`src/rtl/alu_pkg.sv`:
```
// Shared definitions for the 32-bit sequencer around the 16-bit ALU.
// Latency: n/a (constants, types and a helper only).
// Backpressure: n/a.
package alu_pkg;

  // Default ALU half width; commands are twice this wide.
  localparam int W_HALF_DEF = 16;

  // ALU Control encoding. The arithmetic ops share bit 1.
  localparam logic [1:0] OP_LOGIC0 = 2'b00;
  localparam logic [1:0] OP_LOGIC1 = 2'b01;
  localparam logic [1:0] OP_ADD    = 2'b10;
  localparam logic [1:0] OP_SUB    = 2'b11;

  typedef enum logic [2:0] {
    ST_IDLE = 3'd0,
    ST_LO   = 3'd1,
    ST_HI   = 3'd2,
    ST_FIX  = 3'd3,
    ST_DONE = 3'd4
  } state_t;

  // Arithmetic ops need the carry/borrow fix-up pass on the high half.
  function automatic logic is_arith(input logic [1:0] op);
    return op[1];
  endfunction

endpackage

```
`src/rtl/alu_seq32.sv`:
```
// Purpose: runs one 32-bit command through an external 16-bit ALU, low half, high half, then a carry/borrow fix-up pass.
// Latency: OutValid in the 4th cycle after the accept cycle for ADD/SUB, the 3rd for logic ops.
// Backpressure: holds the result in DONE until OutReady; InReady stays low until the output handshake completes.
//
// Ports:
//   Clk, nRst               clock, asynchronous active-low reset
//   InValid/InReady         command handshake; InOp, InA, InB carry the command
//   AluControl/AluA/AluB    drive the external ALU; AluResult/AluCB return from it
//   OutValid/OutReady       result handshake; OutResult, OutCB carry the result
module alu_seq32
  import alu_pkg::*;
#(
  parameter int W_HALF = W_HALF_DEF
) (
  input  logic                  Clk,
  input  logic                  nRst,
  input  logic                  InValid,
  output logic                  InReady,
  input  logic [1:0]            InOp,
  input  logic [2*W_HALF-1:0]   InA,
  input  logic [2*W_HALF-1:0]   InB,
  output logic [1:0]            AluControl,
  output logic [W_HALF-1:0]     AluA,
  output logic [W_HALF-1:0]     AluB,
  input  logic [W_HALF-1:0]     AluResult,
  input  logic                  AluCB,
  output logic                  OutValid,
  input  logic                  OutReady,
  output logic [2*W_HALF-1:0]   OutResult,
  output logic                  OutCB
);

  state_t                state;
  logic [1:0]            op_q;
  logic [2*W_HALF-1:0]   a_q;
  logic [2*W_HALF-1:0]   b_q;
  logic [W_HALF-1:0]     res_lo;
  logic [W_HALF-1:0]     res_hi;
  logic                  cy;      // carry/borrow out of the low half
  logic                  cb_hi;   // carry/borrow out of the high half
  logic                  cb_fix;  // carry/borrow out of the fix-up pass

  always_ff @(posedge Clk or negedge nRst) begin
    if (!nRst) begin
      state  <= ST_IDLE;
      op_q   <= OP_LOGIC0;
      a_q    <= '0;
      b_q    <= '0;
      res_lo <= '0;
      res_hi <= '0;
      cy     <= 1'b0;
      cb_hi  <= 1'b0;
      cb_fix <= 1'b0;
    end else begin
      case (state)
        ST_IDLE: begin
          if (InValid) begin
            op_q   <= InOp;
            a_q    <= InA;
            b_q    <= InB;
            cb_fix <= 1'b0;
            state  <= ST_LO;
          end
        end
        ST_LO: begin
          res_lo <= AluResult;
          cy     <= AluCB;
          state  <= ST_HI;
        end
        ST_HI: begin
          res_hi <= AluResult;
          cb_hi  <= AluCB;
          state  <= is_arith(op_q) ? ST_FIX : ST_DONE;
        end
        ST_FIX: begin
          // High half re-run with the low-half carry/borrow as the B operand.
          res_hi <= AluResult;
          cb_fix <= AluCB;
          state  <= ST_DONE;
        end
        ST_DONE: begin
          if (OutReady) state <= ST_IDLE;
        end
        default: state <= ST_IDLE;
      endcase
    end
  end

  // ALU inputs depend only on registered state, so AluResult settles within the cycle.
  always_comb begin
    AluControl = OP_LOGIC0;
    AluA       = '0;
    AluB       = '0;
    case (state)
      ST_LO: begin
        AluControl = op_q;
        AluA       = a_q[W_HALF-1:0];
        AluB       = b_q[W_HALF-1:0];
      end
      ST_HI: begin
        AluControl = op_q;
        AluA       = a_q[2*W_HALF-1:W_HALF];
        AluB       = b_q[2*W_HALF-1:W_HALF];
      end
      ST_FIX: begin
        AluControl = op_q;
        AluA       = res_hi;
        AluB       = {{(W_HALF-1){1'b0}}, cy};
      end
      default: ;
    endcase
  end

  // InReady is gated by nRst so a command cannot be taken during reset.
  assign InReady   = nRst && (state == ST_IDLE);
  assign OutValid  = (state == ST_DONE);
  // Result is only visible in DONE, so no partial result ever leaks out.
  assign OutResult = OutValid ? {res_hi, res_lo} : '0;
  // cb_hi and cb_fix are mutually exclusive, so OR gives the single final carry/borrow.
  assign OutCB     = OutValid && is_arith(op_q) && (cb_hi || cb_fix);

endmodule

```
`config.mk`:
```
export PLATFORM = sky130hd
export DESIGN_NAME = alu_seq32
export DESIGN_NICKNAME = d
export VERILOG_FILES = /design/src/rtl/alu_pkg.sv /design/src/rtl/alu_seq32.sv
export SDC_FILE = /design/constraint.sdc
export NUM_CORES = 1
export LEC_CHECK = 0
export ABC_AREA = 1
export BUFFER_PORTS_ARGS = -buffer_cell sky130_fd_sc_hd__clkbuf_2
export CORE_MARGIN = 5
export CORE_UTILIZATION = 46
export DETAILED_ROUTE_END_ITERATION = 8
export GPL_ROUTABILITY_DRIVEN = 0
export PLACE_DENSITY = 0.76
export SYNTH_ARGS = -nofsm -noshare
export SYNTH_HDL_FRONTEND = slang
export SYNTH_SLANG_ARGS = --single-unit
```
`constraint.sdc`:
```
create_clock -name Clk -period 1.4 [get_ports Clk]
set_input_delay 0.35 -clock Clk [delete_from_list [all_inputs] [get_ports Clk]]
set_output_delay 0.35 -clock Clk [all_outputs]
set_load 0.05 [all_outputs]
```
### Yosys cells after proc, flatten, opt, wreduce, memory -nomap -nowiden

Index checks and enable logic that the tools add are counted.

| storage, ports and cells | value |
|---|---|
| output and inout port bits | 69 |
| input port bits | 87 |
| register bits | 104 |
| logic and storage cells | 36 |

| operators by class | value |
|---|---|
| equal/unequal tests | 6 |
| multiplexer cells | 10 |
| reductions and logical operators | 11 |

Operators by type and width:

| cell | count |
|---|---|
| 16-bit case mux with 3 select lines | 2 |
| 32-bit two-way mux | 1 |
| 3-bit case mux with 5 select lines | 1 |
| 3-bit two-way mux | 3 |
| 3-bit by 2-bit == test with 1-bit output (second input constant) | 2 |
| 2-bit AND reduction | 3 |
| 3-bit by 1-bit == test with 1-bit output (second input constant) | 1 |
| 3-bit == test (second input constant) | 1 |
| 1-bit logical AND | 3 |
| 3-bit zero test | 1 |
| 3-bit OR reduction | 1 |
| 2-bit two-way mux | 1 |
| 2-bit by 1-bit inequality test with 1-bit output (second input constant) | 1 |
| 2-bit inequality test (second input constant) | 1 |
| 1-bit case mux with 2 select lines | 1 |
| 2-bit nonzero test | 1 |
| 2-bit OR reduction | 1 |
| 1-bit logical OR | 1 |
| 1-bit two-way mux | 1 |

### Depth between registers and ports, before layout

Gate-level depths: netlist of run 1.

| depth | value |
|---|---|
| depth in word-level cells | 3 |
| gate-level depth with buffers | 7 |

### Least setup slack after synthesis of run 1

Ideal clock, no wire load.

| timing | value |
|---|---|
| path kind | flip-flop to output port |
| start | register state[2] |
| end | output AluB[15] |
| stages on the path, launching flop included | 6 |
| setup slack | -0.971 ns |
| buffers on the path | 2 |
| data required time | 1.050 ns |
| arrival time | 2.021 ns |
| cells stage by stage | dfrtp_1 > buf_2 > inv_4 > nand3_1 > clkbuf_1 > o21ai_0 |

| between the ends | value |
|---|---|
| cells in the longest elaborated chain, start to end | 2 |
| elaborated cells on any way between the ends | 4 |

RTL lines:

| element | RTL line | source |
|---|---|---|
| start, declared | alu_seq32.sv:33 | `state_t state;` |
| start signal, assigned | alu_seq32.sv:73 | `state <= is_arith(op_q) ? ST_FIX : ST_DONE;` |
| 3-bit by 2-bit == test with 1-bit output / 3-bit by 1-bit == test with 1-bit output (equally long branches) | alu_seq32.sv:94 | `case (state)` |
| 16-bit case mux with 3 select lines * | alu_seq32.sv:94 |  |
| end, declared | alu_seq32.sv:24 | `output logic [W_HALF-1:0] AluB,` |

Every way passes the cells marked *; elsewhere a longest branch is shown, timed or not.

### Worst setup path in the final report of run 1

| timing | value |
|---|---|
| start | register state[0] |
| end | output AluA[15] |

| between the ends | value |
|---|---|
| cells in the longest elaborated chain, start to end | 2 |
| elaborated cells on any way between the ends | 4 |

RTL lines:

| element | RTL line | source |
|---|---|---|
| 3-bit by 2-bit == test with 1-bit output / 3-bit by 1-bit == test with 1-bit output (equally long branches) | alu_seq32.sv:94 |  |
| 16-bit case mux with 3 select lines * | alu_seq32.sv:94 |  |
| end, declared | alu_seq32.sv:23 | `output logic [W_HALF-1:0] AluA,` |

Marks and branches as above.

==> impl_metrics.yaml, run 1 <==
drt:
  drt_wl_total_um: 19700
  vias_per_cell: 5.70
  drcViolationCount: 0
  dr.pass1.iters: 6
  wl_per_cell_um: 20.1
  antenna_left: 0
  vias: 5578
  drtIter0Drc: 574
global_route:
  grt_max_degree: 105
  grt_pass1_wl_um: 27300
  overflow: 0
  gr-usage-all-layers: 0.263
  grt_pass1_vias: 5544
  antenna_found_initial: 0
layout:
  antennaDiodeCount: 0
  syn_to_final_growth_pct: 74.9
  design_area_um2: 8760
  drive_gt1_frac: 0.443
  fin_nets: 922
logic_synthesis:
  synth_seq_cells: 104
  netlist.area_leader.share: 0.520
  yosysSeqAreaShare: 0.520
  synth_cells: 653
  synthAdderAreaFrac: 0
  synth_mux_area_frac: 0
  syn_area_um2: 5010
  synth_top_family_by_area: "simple AND/OR/NAND/NOR gates"
  yosys-top-cells-area: "dfrtp_1 52%, nand2_1 17%, nand4_1 10%, inv_1 5.4%, o21ai_0 4.8%"
  synth_fp_nets: 740
  synthSimpleGateAreaFrac: 0.331
  syn_area_per_cell_um2: 7.67
  yosys.area.top_type: "dfrtp_1"
  synthXorXnorAreaFrac: 0
  yosysWarnings: 0
  synth_compound_area_frac: 0.0520
  yosysUniqueCellTypes: 17
floorplanning:
  ios: 156
  fp.dieW_um: 114
  floorplan.die_area_um2: 13100
  start_util: 0.466
  die_h_um: 114
  row_count: 38
  core_um2: 10700
clocking:
  cts_hold_buf: 0
  ctsHtreeMaxLevel: 3
  cts_sinks: 104
  clk_latency_ns: 0.36
  cts_buffer_depth: 2
  cts.clk_slew.worst_paths_ns: 0.10
  cts_tree: "done"
  cts_buffers: 9
  cts-root-buf: "clkbuf_8"
timing:
  drv_slew: 0
  max_freq_mhz: 472
  relSlewSlack: 0.634
  hold_viol: 0
  setup_violations: 138
  period_minus_slack_ns: 2.12
  skew_ns: 0.0133
  rsz0062_at_grt: "true"
  min_period_over_period: 1.51
  final.setup.worst_slack_ns: -0.718
  worst_pin_slew_ns: 0.548
placement:
  io_buffers: 155
  detailedPlace.worstSlack_ns: -0.331
  hpwl_um: 11600
  placed_area_um2: 7500
worst_setup_path:
  critPathArrivalTime_ns: 1.77
  path_max_fanout: 5
  cp-end-kind: "primary output"
  crit_path_start_kind: "flop"
  critical_path_class: "reg -> out"
  crit_path_cell_trace: "buf_6, nand2_1, nor2_4, buf_12, nand2_1, nand3_4, buf_12"
  crit_path_max_incr_delay_ns: 0.45
  slowest_stage: "dfrtp_2"
  worstPathRequired_ns: 1.05
pwr:
  p_leak_uw: 0.00445
  power-per-cell-area_nw_per_um2: 2460
  peakVddDrop_v: 0.00141
worst_hold_path:
  hold_path.class: "in -> async"
run:
  drv.max_cap_violation_count: 0
status:
  status: "complete, but fails checks"
  violations: "negative setup slack"
[path summary, 6_finish.rpt]
| path | start | endpoint | slack, ns | depth (start not counted) |
|---|---|---|---|---|
| max | state[0]$_DFFE_PN0P_ | AluA[15] | -0.72 | 7 |
| min | nRst | a_q[27]$_DFFE_PN0P_ | 0.07 | 2 |
| min reg2reg | b_q[12]$_DFFE_PN0P_ | b_q[12]$_DFFE_PN0P_ | 0.48 | 2 |
| max reg2reg | state[1]$_DFFE_PN0P_ | cb_fix$_DFFE_PN0P_ | -0.43 | 10 |
| max in group asynchronous | nRst | state[0]$_DFFE_PN0P_ | 0.91 | 2 |
| min in group Clk | InB[10] | b_q[10]$_DFFE_PN0P_ | 0.22 | 3 |
[registers in the layout (all words and copies together) (netlist names)]
register and flops:
a_q 32, b_q 32, cb_fix 1, cb_hi 1, cy 1, op_q 2
res_hi 16, res_lo 16, state 3
[routing by layer]
metal,part of all wire,vias up,track usage
li1,-,2466,-
met3,0.081,51,0.0555
met4,0.037,0,0.114
met2,0.52,324,0.459
met1,0.36,2737,0.313
met5,0,-,0
[worst max-delay path: cells and delay by family, from the launching register on]
family	cells	cell delay (ns)
simple gates	4	0.55
flops	1	0.45
buf+inv	3	0.41
[cells by family (layout without fill, tap and decap cells)]
kind of cell	count (synthesis)	after routing
AO/OA/AOI/OAI	52	52
buffers and inverters	124	310
AND/OR/NAND/NOR	373	373
flip-flops	104	104
[final cells by class]
cell class	count	area, µm²
Sequential cell	104	2610
Fill cell	556	1990
Multi-Input combinational cell	425	2840
Clock buffer	12	135
Timing Repair Buffer	221	2650
Clock inverter	3	67.6
Inverter	74	287
Tap cell	140	175
[per-stage QoR]
stage | hold slack (ns) | TNS [ns] | power (µW) | util | std cells
global route | 0.117 | -74.21 | 22500 | 0.815 | 979
floorplan | 0.0544 | -13.34 | 12800 | - | 653
global placement | 0.454 | -18.99 | 16300 | 0.698 | 936
detailed placement | 0.460 | -24.78 | 16600 | 0.698 | 936
finish | 0.0660 | -66.22 | 21500 | 0.815 | 979
CTS | 0.0996 | -42.10 | 19700 | 0.767 | 957
[timing repair]
item,CTS,global route
setup buffers,7,10
gates cloned,0,12
gates resized for setup,107,82
endpoints found under the setup margin,155,155
endpoints found under the hold margin,0,0
pin swaps,6,3
[power breakdown]
part	leakage [µW]	internal (µW)	switching (µW)	total [µW]
Combinational	0.00306	5870	7890	13800
Sequential	0.00129	4450	1290	5740
Clock	0.0000967	1000	1010	2010
Total	0.00445	11300	10200	21500
[Yosys cell counts (all sizes together)]
cell type,instances
dfrtp,104
clkbuf,33
nand3,22
inv,74
o21ai,52
nand2,226
nand4,83
nor2,40
nor3,1
nor3b,1
buf,17
[cell usage in the layout (no fill, tap or decap)]
master / Yosys / layout
clkinv_4: 0 / 1
buf_12: 0 / 52
buf_8: 0 / 30
clkbuf_1: 33 / 3
nand2_2: 0 / 41
nand3_1: 22 / 2
nor3_4: 0 / 1
nor2_1: 37 / 3
clkinvlp_4: 0 / 2
nand3_4: 0 / 18
nand4_1: 83 / 83
nor3b_4: 0 / 1
nand3_2: 0 / 2
inv_1: 72 / 71
nand2_4: 0 / 18
o21ai_0: 48 / 31
o21ai_4: 0 / 15
buf_4: 0 / 23
clkbuf_2: 0 / 85
dfrtp_1: 104 / 101
bufinv_16: 0 / 2
clkbuf_8: 0 / 9
nand2_1: 226 / 167
inv_2: 1 / 1
nor2_4: 2 / 37
clkbuf_16: 0 / 15
dfrtp_2: 0 / 3
o21ai_1: 4 / 6
buf_6: 0 / 16
Note: power is estimated with default switching activity, not from simulation.
==> inputs of run 2 (changes only) <==
--- a/config.mk
+++ b/config.mk
@@ -5,13 +5,13 @@
 export SDC_FILE = /design/constraint.sdc
 export NUM_CORES = 1
 export LEC_CHECK = 0
-export ABC_AREA = 1
 export BUFFER_PORTS_ARGS = -buffer_cell sky130_fd_sc_hd__clkbuf_2
 export CORE_MARGIN = 5
 export CORE_UTILIZATION = 46
 export DETAILED_ROUTE_END_ITERATION = 8
 export GPL_ROUTABILITY_DRIVEN = 0
 export PLACE_DENSITY = 0.76
+export SKIP_CTS_REPAIR_TIMING = 1
 export SYNTH_ARGS = -nofsm -noshare
 export SYNTH_HDL_FRONTEND = slang
 export SYNTH_SLANG_ARGS = --single-unit
==> run 2 against run 1 <==
Critical path type unchanged. First-iteration DRC count fell by 73%. Maximum frequency shrank 1.3%. Setup slack lost 0.028 ns. Sequential cell count unchanged. Wire length down 16%. Synthesized area down 3.2%. Sequential share of layout area rose by 0.81 points. Clock power about the same. Largest power group unchanged. Register-to-register slack got worse by 0.10 ns. Synthesized cell count decreased by 37%. Global-route usage down 3.7 points. Utilization increased by 1.2 points. The flow still finishes with violations (negative setup slack).
==> impl_metrics.yaml, run 2 <==
logic_synthesis:
  syn_area_per_cell_um2: 11.8
  synth_seq_cells: 104
  synth_edf_count: 0
  yosys.area.top_type: "dfrtp_1"
  synthArstFlopShare: 1.00
  synth_top_flop_cell: "dfrtp_1"
  synth_fp_nets: 498
  yosysWarnings: 0
  synth_cells: 411
  yosysSeqAreaShare: 0.537
  synth_most_common_cell: "dfrtp_1"
  syn_area_um2: 4850
  yosys-top-cells-area: "dfrtp_1 54%, mux2_2 13%, mux2_1 6.7%, and3_1 4.3%, nand2_1 3.9%"
  yosysUniqueCellTypes: 26
  ys_top_cells_by_count: "104 x dfrtp_1, 54 x mux2_2, 50 x nand2_1"
  netlist.area_leader.share: 0.537
worst_hold_path:
  hold_path.class: "in -> async"
floorplanning:
  die_h_um: 113
  fp.dieW_um: 113
  core_um2: 10300
  ios: 156
  start_util: 0.470
  row_count: 37
  floorplan.die_area_um2: 12700
layout:
  syn_to_final_growth_pct: 76.1
  design_area_um2: 8540
  final_cell_mix: "101 x dfrtp_1, 85 x clkbuf_2, 77 x mux2_4, 48 x buf_12, 42 x buf_4"
  post-route-util: 0.827
  fin_nets: 702
  antennaDiodeCount: 0
  final_common_cell: "dfrtp_1"
  drive_gt1_frac: 0.723
  largestRegisters: "a_q: 32 flops, b_q: 32 flops"
drt:
  drtIter0Drc: 153
  wl_per_cell_um: 21.8
  drcViolationCount: 0
  drt_wl_total_um: 16500
  dr.pass1.iters: 4
  vias: 4060
  vias_per_cell: 5.37
  antenna_left: 0
clocking:
  clk_latency_ns: 0.39
  cts_buffer_depth: 2
  cts_sinks: 104
  cts-root-buf: "clkbuf_8"
  cts_tree: "done"
  ctsHtreeMaxLevel: 3
  cts_buffers: 9
  cts.clk_slew.worst_paths_ns: 0.10
global_route:
  grt_pass1_wl_um: 22500
  overflow: 0
  antenna_found_initial: 0
  gr-usage-all-layers: 0.226
  grt_max_degree: 105
  grt_pass1_vias: 4195
worst_setup_path:
  critical_path_class: "reg -> out"
  critPathArrivalTime_ns: 1.80
  crit_path_start_kind: "flop"
  path_max_fanout: 10
  worstPathRequired_ns: 1.05
  cp-end-kind: "primary output"
placement:
  io_buffers: 155
  hpwl_um: 10500
  placed_area_um2: 7500
  detailedPlace.worstSlack_ns: -0.365
timing:
  max_freq_mhz: 466
  hold_viol: 0
  min_period_over_period: 1.53
  rsz0062_at_grt: "true"
  relSlewSlack: 0.615
  drv_slew: 0
  worst_pin_slew_ns: 0.578
  period_minus_slack_ns: 2.15
  skew_ns: 0.00816
  final.setup.worst_slack_ns: -0.746
  setup_violations: 167
status:
  violations: "negative setup slack"
  status: "complete, but fails checks"
run:
  drv.max_cap_violation_count: 0
pwr:
  peakVddDrop_v: 0.00145
  p_leak_uw: 0.00386
  power-per-cell-area_nw_per_um2: 2890
-- run 2: changes by cell type after synthesis, sizes merged, moves of 18 or more --
cell / before / now
inv: 74 / 3
nand4: 83 / 0
and3: 0 / 33
clkbuf: 33 / 14
mux2: 0 / 83
o21ai: 52 / 2
a21oi: 0 / 18
nand2: 226 / 50
a211oi: 0 / 18
nor2: 40 / 18
nand3: 22 / 0
-- run 2: area by class of cell --
type / count / area, µm²
clock inverters: 5 / 55.1
well taps: 136 / 170
multi-input cells: 268 / 3060
inverters: 3 / 15.0
repair buffers: 229 / 2470
flip-flops and latches: 104 / 2610
clock buffers: 11 / 151
fillers: 531 / 1790
-- run 2: report_power, final --
part	leakage, µW	switching, µW	total [µW]	internal [µW]
Sequential	0.00123	1360	5930	4560
Combinational	0.00253	8270	16800	8490
Clock	0.000101	1080	2000	919
-- run 2: path summary, 6_finish.rpt --
path | start | end | slack [ns] | depth (start not counted)
max | state[0]$_DFFE_PN0P_ | AluA[3] | -0.75 | 5
min | nRst | a_q[9]$_DFFE_PN0P_ | 0.03 | 2
max reg2reg | state[0]$_DFFE_PN0P_ | res_lo[5]$_DFFE_PN0N_ | -0.53 | 7
min reg2reg | a_q[0]$_DFFE_PN0P_ | a_q[0]$_DFFE_PN0P_ | 0.52 | 1
max in group asynchronous | nRst | state[2]$_DFFE_PN0P_ | 0.87 | 2
min in group Clk | OutReady | state[2]$_DFFE_PN0P_ | 0.15 | 2
-- run 2: routing by layer --
layer,vias up,part of all wire,wire [µm],GRT usage
li1,1845,-,-,-
met3,32,0.070,1160,0.0679
met2,142,0.51,8380,0.355
met5,-,0,0,0
met1,2041,0.40,6660,0.303
met4,0,0.019,314,0.0673
-- run 2: logic make-up after synthesis --
logic type / synth area share
and+or+nand+nor: 0.115
buffers and inverters: 0.0428
AOI/OAI and AO/OA: 0.0777
DFF: 0.537
muxes: 0.228
-- run 2: per-stage QoR --
step / std cells / power, µW / setup TNS, ns / hold WS [ns]
detailed placement: 719 / 20200 / -40.70 / 0.485
global placement: 719 / 19800 / -37.54 / 0.469
global route: 756 / 25700 / -93.98 / 0.0960
floorplan: 411 / 15800 / -24.70 / 0.0544
CTS: 735 / 22200 / -72.56 / 0.0956
finish: 756 / 24700 / -86.48 / 0.0295
-- run 2: critical path, cell delays in order, from the launching register on --
cell,delay [ns]
dfrtp_2,0.46
buf_12,0.15
clkbuf_16,0.17
mux2i_2,0.18
a211oi_4,0.27
buf_12,0.17
